## config.mk

```make
export PLATFORM = sky130hd
export DESIGN_NAME = rand_tile_spawner
export DESIGN_NICKNAME = d
export VERILOG_FILES = /design/src/rtl/rand_tile_spawner.sv
export SDC_FILE = /design/constraint.sdc
export NUM_CORES = 1
export LEC_CHECK = 0
export BUFFER_PORTS_ARGS = -buffer_cell sky130_fd_sc_hd__buf_2
export CORE_UTILIZATION = 32
export CTS_CLUSTER_DIAMETER = 200
export DETAILED_ROUTE_END_ITERATION = 8
export HOLD_SLACK_MARGIN = 0.08
export RECOVER_POWER = 100
export REMOVE_ABC_BUFFERS = 1
export SETUP_SLACK_MARGIN = 0.5
export SLEW_MARGIN = 20
export SYNTH_ARGS = -nofsm -noshare
export SYNTH_HDL_FRONTEND = slang
export SYNTH_SLANG_ARGS = --single-unit
```

## constraint.sdc

```tcl
create_clock -name clk -period 3 [get_ports clk]
set_input_delay 0.6 -clock clk [delete_from_list [all_inputs] [get_ports clk]]
set_output_delay 0.6 -clock clk [all_outputs]
set_load 0.005 [all_outputs]
```

## src/rtl/rand_tile_spawner.sv

```systemverilog
// Random empty-cell picker for the tile game: a free-running XNOR Fibonacci LFSR supplies
// random probes into a latched empty-cell mask, with a deterministic scan as a bounded fallback.
module rand_tile_spawner #(
  parameter int unsigned LFSR_W      = 32,
  parameter logic [31:0] SEED        = 32'hACE12048,
  parameter int unsigned GRID_N      = 4,
  parameter int unsigned FOUR_THRESH = 25,
  parameter int unsigned MAX_TRIES   = 16,
  localparam int unsigned CW         = $clog2(GRID_N),
  localparam int unsigned NC         = GRID_N * GRID_N
) (
  input  logic              clk,
  input  logic              rst_n,
  input  logic              seed_load,
  input  logic [LFSR_W-1:0] seed_val,
  input  logic              req,
  input  logic [NC-1:0]     empty_mask,
  output logic              busy,
  output logic              valid,
  output logic [CW-1:0]     x_coor,
  output logic [CW-1:0]     y_coor,
  output logic              tile_val,
  output logic              fail,
  output logic [LFSR_W-1:0] rnd
);

  localparam int unsigned IW = 2 * CW;
  localparam int unsigned TW = (MAX_TRIES > 1) ? $clog2(MAX_TRIES) : 1;

  localparam logic [LFSR_W-1:0] SeedW    = SEED[LFSR_W-1:0];
  localparam logic [TW-1:0]     LastTry  = TW'(MAX_TRIES - 1);
  localparam logic [7:0]        FourThr  = 8'(FOUR_THRESH);

  // 1-based feedback taps for the supported maximal-length widths
  localparam int unsigned Tap1 = LFSR_W;
  localparam int unsigned Tap2 = (LFSR_W == 8)  ? 6  :
                                 (LFSR_W == 16) ? 15 :
                                 (LFSR_W == 24) ? 23 : 22;
  localparam int unsigned Tap3 = (LFSR_W == 8)  ? 5  :
                                 (LFSR_W == 16) ? 13 :
                                 (LFSR_W == 24) ? 22 : 2;
  localparam int unsigned Tap4 = (LFSR_W == 8)  ? 4  :
                                 (LFSR_W == 16) ? 4  :
                                 (LFSR_W == 24) ? 17 : 1;

  typedef enum logic [1:0] {StIdle, StSample, StScan, StDone} state_e;

  state_e            state_q, state_d;
  logic [LFSR_W-1:0] rnd_q;
  logic [NC-1:0]     mask_q, mask_d;
  logic [TW-1:0]     tries_q, tries_d;
  logic [IW-1:0]     ptr_q, ptr_d;
  logic [CW-1:0]     x_q, x_d, y_q, y_d;
  logic              tile_q, tile_d, fail_q, fail_d;

  logic              fb;
  logic [IW-1:0]     idx;
  logic              four;

  // XNOR feedback: all-ones is the lock-up state and is never reached from a legal seed
  assign fb   = ~(rnd_q[Tap1-1] ^ rnd_q[Tap2-1] ^ rnd_q[Tap3-1] ^ rnd_q[Tap4-1]);
  assign idx  = rnd_q[IW-1:0];
  assign four = rnd_q[LFSR_W-1 -: 8] < FourThr;

  always_ff @(posedge clk or negedge rst_n) begin
    if (!rst_n) begin
      rnd_q <= SeedW;
    end else if (seed_load) begin
      rnd_q <= (&seed_val) ? SeedW : seed_val;
    end else begin
      rnd_q <= {rnd_q[LFSR_W-2:0], fb};
    end
  end

  always_comb begin
    state_d = state_q;
    mask_d  = mask_q;
    tries_d = tries_q;
    ptr_d   = ptr_q;
    x_d     = x_q;
    y_d     = y_q;
    tile_d  = tile_q;
    fail_d  = fail_q;
    case (state_q)
      StIdle: begin
        if (req) begin
          mask_d  = empty_mask;
          tries_d = '0;
          if (empty_mask == '0) begin
            fail_d  = 1'b1;
            state_d = StDone;
          end else begin
            state_d = StSample;
          end
        end
      end
      StSample: begin
        if (mask_q[idx]) begin
          x_d     = idx[CW-1:0];
          y_d     = idx[IW-1:CW];
          tile_d  = four;
          fail_d  = 1'b0;
          state_d = StDone;
        end else if (tries_q == LastTry) begin
          ptr_d   = idx;
          state_d = StScan;
        end else begin
          tries_d = tries_q + 1'b1;
        end
      end
      StScan: begin
        // Mask is known non-zero here, so the wrapping walk always terminates
        if (mask_q[ptr_q]) begin
          x_d     = ptr_q[CW-1:0];
          y_d     = ptr_q[IW-1:CW];
          tile_d  = four;
          fail_d  = 1'b0;
          state_d = StDone;
        end else begin
          ptr_d = ptr_q + 1'b1;
        end
      end
      StDone: begin
        state_d = StIdle;
      end
      default: begin
        state_d = StIdle;
      end
    endcase
  end

  always_ff @(posedge clk or negedge rst_n) begin
    if (!rst_n) begin
      state_q <= StIdle;
      mask_q  <= '0;
      tries_q <= '0;
      ptr_q   <= '0;
      x_q     <= '0;
      y_q     <= '0;
      tile_q  <= 1'b0;
      fail_q  <= 1'b0;
    end else begin
      state_q <= state_d;
      mask_q  <= mask_d;
      tries_q <= tries_d;
      ptr_q   <= ptr_d;
      x_q     <= x_d;
      y_q     <= y_d;
      tile_q  <= tile_d;
      fail_q  <= fail_d;
    end
  end

  assign busy     = (state_q != StIdle);
  assign valid    = (state_q == StDone);
  assign x_coor   = x_q;
  assign y_coor   = y_q;
  assign tile_val = tile_q;
  assign fail     = fail_q;
  assign rnd      = rnd_q;

endmodule

```

After elaboration in Yosys (flattened, before gate mapping)
Index checks and enable logic that the tools add are counted.
- add/subtract/negate cells: 2
- order comparisons: 3
- eq/ne operators: 13
- mux-type cells: 34
- bitwise gates (word level): 4
- reduce and logical (&&, ||, !) cells: 13
- operators with widths (kind ; count):
    $mux 32 ; 2
    $reduce_and 32->1 ; 1
    $mux 4 ; 6
    $mux 2 ; 9
    $logic_not 16->1 ; 1
    $ne 2x2->1 const B ; 8
    $pmux 4 s2 ; 2
    $lt 4x5->1 const B ; 2
    $add 4x1->4 const B ; 2
    $bmux 1 s4 ; 2
    $lt 8x5->1 const B ; 1
    $mux 1 ; 8
    $pmux 2 s2 ; 2
    $pmux 2 s4 ; 1
    $reduce_and 4->1 ; 2
    $reduce_and 3->1 ; 2
    $reduce_bool 2->1 ; 3
    $reduce_and 5->1 ; 1
    $eq 2x2->1 const B ; 2
    $eq 4x4->1 const B ; 1
    $ne 3x3->1 const B ; 1
    $pmux 1 s3 ; 1
    $reduce_bool 3->1 ; 1
    $xor 1x1->1 ; 3
    other kinds (5) ; 5
- register bits: 64
- input bits: 52
- output and inout port bits: 40
- logic and storage cells: 78

Logic depth before layout (Yosys ltp)
Gate-level depths: netlist (run 1).
- word-level depth: 5
- mapped depth: 8
- gate-level depth less buffers: 8

Worst setup path before layout (run 1)
No wires, ideal clock.
- kind: register to register
- from: reg rnd_q[0] (netlist: rnd[0])
- to: reg state_q[0]
- library setup time: 0.123 ns
- arrival: 2.049 ns
- required time: 2.877 ns
- path slack: 0.828 ns
- cell stages (with the launch flop): 8
- path buffers: 1
- clock period less this slack: 2.172 ns
- cells stage by stage: dfrtp_1 buf_6 mux4_2 mux2_2 and2_4 nor3_4 a41oi_1 o2bb2a_2
- longest elaborated chain between the ends: 4
- elaborated cells on any way between the ends: 6
- classes of those cells: 1 x eq/ne; 4 x mux; 1 x reduce/logical
- ends and longest elaborated chain (item ; line ; text):
    from (decl) ; 49 ; logic [LFSR_W-1:0] rnd_q;
    from (signal assigned) ; 67 ; rnd_q <= SeedW;
    from (signal assigned) ; 69 ; rnd_q <= (&seed_val) ? SeedW : seed_val;
    from (signal assigned) ; 71 ; rnd_q <= {rnd_q[LFSR_W-2:0], fb};
    $bmux 1 s4 (*) ; 98 ; if (mask_q[idx]) begin
    $mux 1 (implied by the code) (*) ; 98 ;
    $mux 2 / $ne 3x3->1 (equally long branches) ; - ;
    $pmux 2 s4 / $reduce_and 3->1 (equally long branches) ; - ;
    to (signal assigned) ; 134 ; state_q <= StIdle;
    to (signal assigned) ; 143 ; state_q <= state_d;
    to (decl) ; 48 ; state_e state_q, state_d;
Mark *: on every way between the ends. The rest lies on a longest branch, timed or not. The select of a mux whose other input is x is not followed.
A chain may end at the register's enable or synchronous reset.

Final worst setup path (run 1)
- from: reg ptr_q[0]
- to: reg y_q[0] (netlist: y_coor[0])
- longest elaborated chain between the ends: 4
- ends and longest elaborated chain (item ; line ; text):
    from (decl) ; 52 ; logic [IW-1:0] ptr_q, ptr_d;
    from (signal assigned) ; 146 ; ptr_q <= ptr_d;
    $bmux 1 s4 ; 113 ; if (mask_q[ptr_q]) begin
    $mux 1 (implied by the code) ; 113 ;
    $ne 2x2->1 (no line) ; - ;
    $reduce_and 3->1 (no line) ; - ;
    to (signal assigned) ; 148 ; y_q <= y_d;
    to (decl) ; 53 ; logic [CW-1:0] x_q, x_d, y_q, y_d;
Every way passes these cells. The select of a mux whose other input is x is not followed.

==> flow_metrics.env, run 1 <==
export IMPL_ios=92
export IMPL_std_cell_rows=36
export IMPL_tightest_slew_ps=1780
export IMPL_grt_max_degree=35
export IMPL_grt_usage=0.162
export IMPL_critPathMostFrequentCell="o211ai_1"
export IMPL_setup_viol=0
export IMPL_drv_cap=1
export IMPL_p_sw_frac=0.380
export IMPL_worstPathCellList="mux4_2, o211ai_1, o211ai_1, o211ai_1, mux2_1"
export IMPL_finalCritPeriodShare=0.835
export IMPL_yosysWarnings=0
export IMPL_syn_to_final_growth_pct=22.7
export IMPL_clock_skew_ps=16.0
export IMPL_setup_tns_ps=0
export IMPL_max_clock_freq_mhz=399
export IMPL_relSlewSlack=-0.185
export IMPL_first_iter_violations=242
export IMPL_ys_flop_type="dfrtp_1"
export IMPL_vias=2786
export IMPL_dp_hpwl_um=6350
export IMPL_h_tree_depth=3
export IMPL_synth_seq_area_share=0.485
export IMPL_fin_total_pwr_uw=3540
export IMPL_min_period_ps=2510
export IMPL_root_buffer="clkbuf_8"
export IMPL_wirelength_um=8380
export IMPL_cts_sinks=64
export IMPL_synth_ff_latch_count=64
export IMPL_antennaDiodeCount=0
export IMPL_synth_area_leaders="dfrtp_1 40%, mux2_2 9.5%, dfstp_2 8.7%"
export IMPL_synth_cell_type_count=50
export IMPL_synth_top_cell_area_share=0.398
export IMPL_cellPowerDensity_nw_per_um2=865
export IMPL_die_w_um=104
export IMPL_syn_inst=320
export IMPL_wl_per_cell_um=15.2
export IMPL_synth_largest_area_cell="dfrtp_1"
export IMPL_firstDrtPassIters=4
export IMPL_p_int_uw=2190
export IMPL_port_buffers=91
export IMPL_layout_commonest_cell="buf_2"
export IMPL_final_cell_mix="70 x buf_2, 52 x dfrtp_1, 35 x nand2_1, 32 x inv_1, 28 x o21ai_0"
export IMPL_drive_above_1_share=0.304
export IMPL_fp_coreArea_sq_um=9950
export IMPL_power_frac_clock=0.216
export IMPL_syn_area_sq_um=3330
export IMPL_pwr_share_comb=0.395
export IMPL_numCtsBuffers=9
export IMPL_die_y_um=104
export IMPL_ir_drop_mv=0.361
export IMPL_p_seq_frac=0.389
export IMPL_clkLatencyLatePin_ps=350
export IMPL_hold_viol=0
export IMPL_worstPathRequired_ps=3220
export IMPL_cp_top_family="multiplexers"
export IMPL_finalWeightedCongestion=0.891
export IMPL_die_area_sq_um=10800
export IMPL_r2r_slack_ps=490
export IMPL_clockBufferDepth=2
export IMPL_cts_clk_slew_worst_paths_ps=90
export IMPL_syn_avg_cell_area_sq_um=10.4
export IMPL_cp_arrival_ps=2720
export IMPL_grt_pass1_vias=2762
export IMPL_start_util=0.335
export IMPL_hp_class="in2reg"
export IMPL_start_kind="flip-flop"
export IMPL_grt_overflow_total=0
export IMPL_layout_nets=472
export IMPL_worst_path_buf_inv=0
export IMPL_slowest_delay_ps=580
export IMPL_violations="max-capacitance violations, max-slew violations"
export IMPL_grt_first_pass_wirelength_um=13900
export IMPL_rsz0062_at_grt="no"
export IMPL_drc=0
export IMPL_p_leak_uw=0.00188
export IMPL_power_switching_uw=1340
export IMPL_antenna_found_initial=0
export IMPL_status="finished with violations"
export IMPL_via_per_inst=5.06
export IMPL_hold_buffers=0
export IMPL_cts_setup_buffers=0
export IMPL_slew_violations=35
export IMPL_drtAntennaViolNets=0
export IMPL_cts_tree="done"
export IMPL_end_kind="flip-flop"
export IMPL_crit_slowest_cell="dfrtp_1"
export IMPL_critPathKind="reg2reg"
export IMPL_path_max_fanout=11
export IMPL_async_flop_share=1.00
export IMPL_synth_edff_count=0
## cells in the mapped netlist (all sizes together) (8+ instances only)
library cell / instances
dfrtp: 53
dfstp: 11
mux2i: 10
inv: 32
nor4: 8
nand3: 10
mux2: 33
o21ai: 29
a21oi: 8
nand2: 35
nand4: 11
clkbuf: 12
nor2: 10
## path summary, 6_finish.rpt
| path | start | endpoint | depth (start not counted) |
|---|---|---|---|
| min in group asynchronous | rst_n | rnd[12]$_DFF_PN0_ | 1 |
| hold reg to reg | rnd[15]$_DFF_PN0_ | rnd[16]$_DFF_PN1_ | 1 |
| setup / recovery | ptr_q[0]$_DFFE_PN0P_ | y_coor[0]$_DFFE_PN0P_ | 5 |
| max in group asynchronous | rst_n | rnd[30]$_DFF_PN0_ | 2 |
| setup reg to reg | ptr_q[0]$_DFFE_PN0P_ | y_coor[0]$_DFFE_PN0P_ | 5 |
| hold / removal | seed_val[17] | rnd[17]$_DFF_PN0_ | 3 |
## power groups by stage
| stage | logic, uW | registers [uW] | clock network (uW) |
|---|---|---|---|
| after floorplan | 1040 | 1330 | 0 |
| after global placement | 1420 | 1390 | 0 |
| after detailed placement | 1440 | 1390 | 0 |
| after CTS | 1450 | 1380 | 783 |
| after global routing | 1570 | 1420 | 824 |
| final | 1400 | 1370 | 765 |
## cell type report
type	instances	area, sq um
fill	1010	5870
sequential	64	1620
multi-input combinational	209	1520
timing repair buffer	97	463
tap	133	166
clock buffer	10	138
inverter	32	120
clock inverter	6	67.6
## layer usage
layer / track usage / routed length (um)
met1: 0.209 / 3720
met4: 0.0704 / 185
met3: 0.0363 / 373
met2: 0.260 / 4100
met5: 0 / 0
## stage by stage
stage	setup slack (ps)	util	hold slack, ps	cell area (sq um)	cells
floorplan	713	-	304	3270	305
global placement	738	0.395	480	3930	535
detailed placement	690	0.395	489	3930	535
CTS	674	0.416	349	4140	551
global route	291	0.411	474	4090	551
finish	495	0.411	471	4090	551
## registers in the layout, indices dropped and copies added, names as in the netlist
signal    cells
ptr_q         4
x_coor        2
state_q       2
mask_q       16
rnd          32
y_coor        2
tries_q       4
fail          1
tile_val      1
## worst register-to-register path, cell delays in order (launching register included)
cell and delay, ps:
dfrtp_1 580, mux4_2 550, o211ai_1 320, o211ai_1 230, o211ai_1 340, mux2_1 370
## cells by family (layout without fill, tap and decap cells)
family / count (synthesis) / count (layout) / share of synthesized area
buffers and inverters: 47 / 145 / 0.0559
XOR/XNOR: 3 / 3 / 0.00788
AO/OA/AOI/OAI: 63 / 63 / 0.122
AND/OR/NAND/NOR: 89 / 89 / 0.135
flip-flops: 64 / 64 / 0.485
adder cells (fa/ha/maj): 7 / 7 / 0.0263
multiplexers: 47 / 47 / 0.169
## repair_timing
action                     CTS  global route
resized for setup            0             1
setup endpoints to repair    0             2
hold endpoints to repair     0             0
No activity file was read; power rests on OpenSTA's default activity.
==> inputs of run 2 (changes only) <==
==> constraint.sdc (replaced) <==
create_clock -name clk -period 2.2 [get_ports clk]
set_input_delay 0.44 -clock clk [delete_from_list [all_inputs] [get_ports clk]]
set_output_delay 0.44 -clock clk [all_outputs]
set_load 0.005 [all_outputs]
==> flow_metrics.env, run 2 (synthesis results as in run 1) <==
export IMPL_status="finished, final reports clean"
export IMPL_cellPowerDensity_nw_per_um2=1290
export IMPL_setup_slack_ps=65.8
export IMPL_cts_sinks=64
export IMPL_hold_start="seed_val[24]"
export IMPL_grt_overflow_total=0
export IMPL_path_max_fanout=5
export IMPL_hold_viol=0
export IMPL_cp_arrival_ps=2350
export IMPL_firstDrtPassIters=5
export IMPL_dp_hpwl_um=6630
export IMPL_final_cell_mix="71 x buf_2, 49 x dfrtp_1, 35 x nand2_1, 29 x inv_1, 27 x mux2_2"
export IMPL_min_period_ps=2130
export IMPL_tightest_slew_ps=1350
export IMPL_dp_cells=546
export IMPL_grt_max_degree=34
export IMPL_drive_above_1_share=0.427
export IMPL_whs_path_depth=3
export IMPL_numCtsBuffers=9
export IMPL_first_iter_violations=214
export IMPL_reg2reg_from="rnd[0]$_DFF_PN0_"
export IMPL_vias=2851
export IMPL_drc=0
export IMPL_dpl_cell_area_sq_um=4020
export IMPL_timing_rr_end="x_coor[1]$_DFFE_PN0P_"
export IMPL_end_kind="flip-flop"
export IMPL_hp_class="in2reg"
export IMPL_drv_cap=0
export IMPL_finalCritPeriodShare=0.970
export IMPL_slew_violations=0
export IMPL_hold_buffers=0
export IMPL_r2r_slack_ps=70
export IMPL_clockBufferDepth=2
export IMPL_p_leak_uw=0.00204
export IMPL_via_per_inst=4.98
export IMPL_die_w_um=104
export IMPL_hold_slack_ps=320
export IMPL_finalWeightedCongestion=0.889
export IMPL_start_util=0.335
export IMPL_post_place_ws_ps=-58.6
export IMPL_fp_coreArea_sq_um=9950
export IMPL_cts_tree="done"
export IMPL_clkLatencyLatePin_ps=340
export IMPL_wl_per_cell_um=15.7
export IMPL_max_clock_freq_mhz=469
export IMPL_grt_usage=0.169
export IMPL_setup_viol=0
export IMPL_grt_pass1_vias=2925
export IMPL_wirelength_um=9010
export IMPL_rsz0062_at_grt="yes"
export IMPL_hold_end="rnd[24]$_DFF_PN0_"
export IMPL_fin_util=0.446
export IMPL_reg2reg_depth=7
export IMPL_port_buffers=91
export IMPL_ios=92
export IMPL_start_kind="flip-flop"
export IMPL_ir_drop_mv=0.486
export IMPL_largest_register_ffs=32
export IMPL_die_area_sq_um=10800
export IMPL_critPathKind="reg2reg"
export IMPL_antennaDiodeCount=0
export IMPL_worstPathRequired_ps=2420
export IMPL_stdcell_area_sq_um=4440
export IMPL_grt_first_pass_wirelength_um=14600
export IMPL_relSlewSlack=0.100
export IMPL_antenna_found_initial=0
export IMPL_layout_commonest_cell="buf_2"
export IMPL_h_tree_depth=3
export IMPL_drtAntennaViolNets=0
export IMPL_root_buffer="clkbuf_8"
export IMPL_cts_clk_slew_worst_paths_ps=70
export IMPL_std_cell_rows=36
export IMPL_fin_cells=573
export IMPL_syn_to_final_growth_pct=33.2
export IMPL_clock_skew_ps=11.5
export IMPL_layout_nets=494
export IMPL_die_y_um=104
run 2: layout make-up:
| type | instances | area (sq um) |
|---|---|---|
| fillers | 983 | 5510 |
| multi-input cells | 209 | 1670 |
| flip-flops and latches | 64 | 1620 |
| repair buffers | 119 | 651 |
| well taps | 133 | 166 |
| clock buffers | 12 | 135 |
| inverters | 32 | 125 |
| clock inverters | 4 | 70.1 |
run 2: metal layers:
layer,GRT usage,vias to the layer above,share of wire
met5,0,-,0
met4,0.0643,0,0.015
met3,0.0326,15,0.051
met2,0.290,74,0.51
met1,0.210,1397,0.43
li1,-,1365,-
run 2: stage by stage:
stage                     power (uW)  TNS (ps)
final                           5730         0
after CTS                       5470         0
after global placement          3980         0
after floorplan                 3230      -444
after detailed placement        4050      -200
after global routing            6100     -86.7
run 2: critical path, cell delays in order, from the launching register on:
cell and delay [ps]:
dfrtp_2 410, mux4_2 500, mux2_4 300, nor2_4 130, a21oi_2 50, o211ai_2 160, buf_6 150, mux2_4 300
run 2: what timing repair did:
item                                    4_1_cts  5_1_grt
gates cloned                                  0        0
resized for setup                            24       21
endpoints found under the setup margin       17       26
setup buffers                                 8        3
pin swaps                                     8        5
run 2: power breakdown:
| group | leakage [uW] | switching, uW | total [uW] | internal (uW) |
|---|---|---|---|---|
| Sequential | 0.000754 | 318 | 1850 | 1540 |
| Combinational | 0.00118 | 1360 | 2800 | 1440 |
| Clock | 0.000104 | 447 | 1080 | 636 |
| Total | 0.00204 | 2120 | 5730 | 3610 |
run 2: how the worst max path moves through the flow:
stage	from	to	slack, ps	cells after the start
3_5_place_dp	rnd[0]$_DFF_PN0_	x_coor[0]$_DFFE_PN0P_	-60	6
3_3_place_gp	rnd[0]$_DFF_PN0_	tile_val$_DFFE_PN0P_	20	6
2_1_floorplan	rnd[0]$_DFF_PN0_	state_q[0]$_DFFE_PN0P_	-90	6
4_1_cts	rnd[0]$_DFF_PN0_	x_coor[1]$_DFFE_PN0P_	60	7
5_1_grt	rnd[0]$_DFF_PN0_	tile_val$_DFFE_PN0P_	-30	7
6_report	rnd[0]$_DFF_PN0_	x_coor[1]$_DFFE_PN0P_	70	7
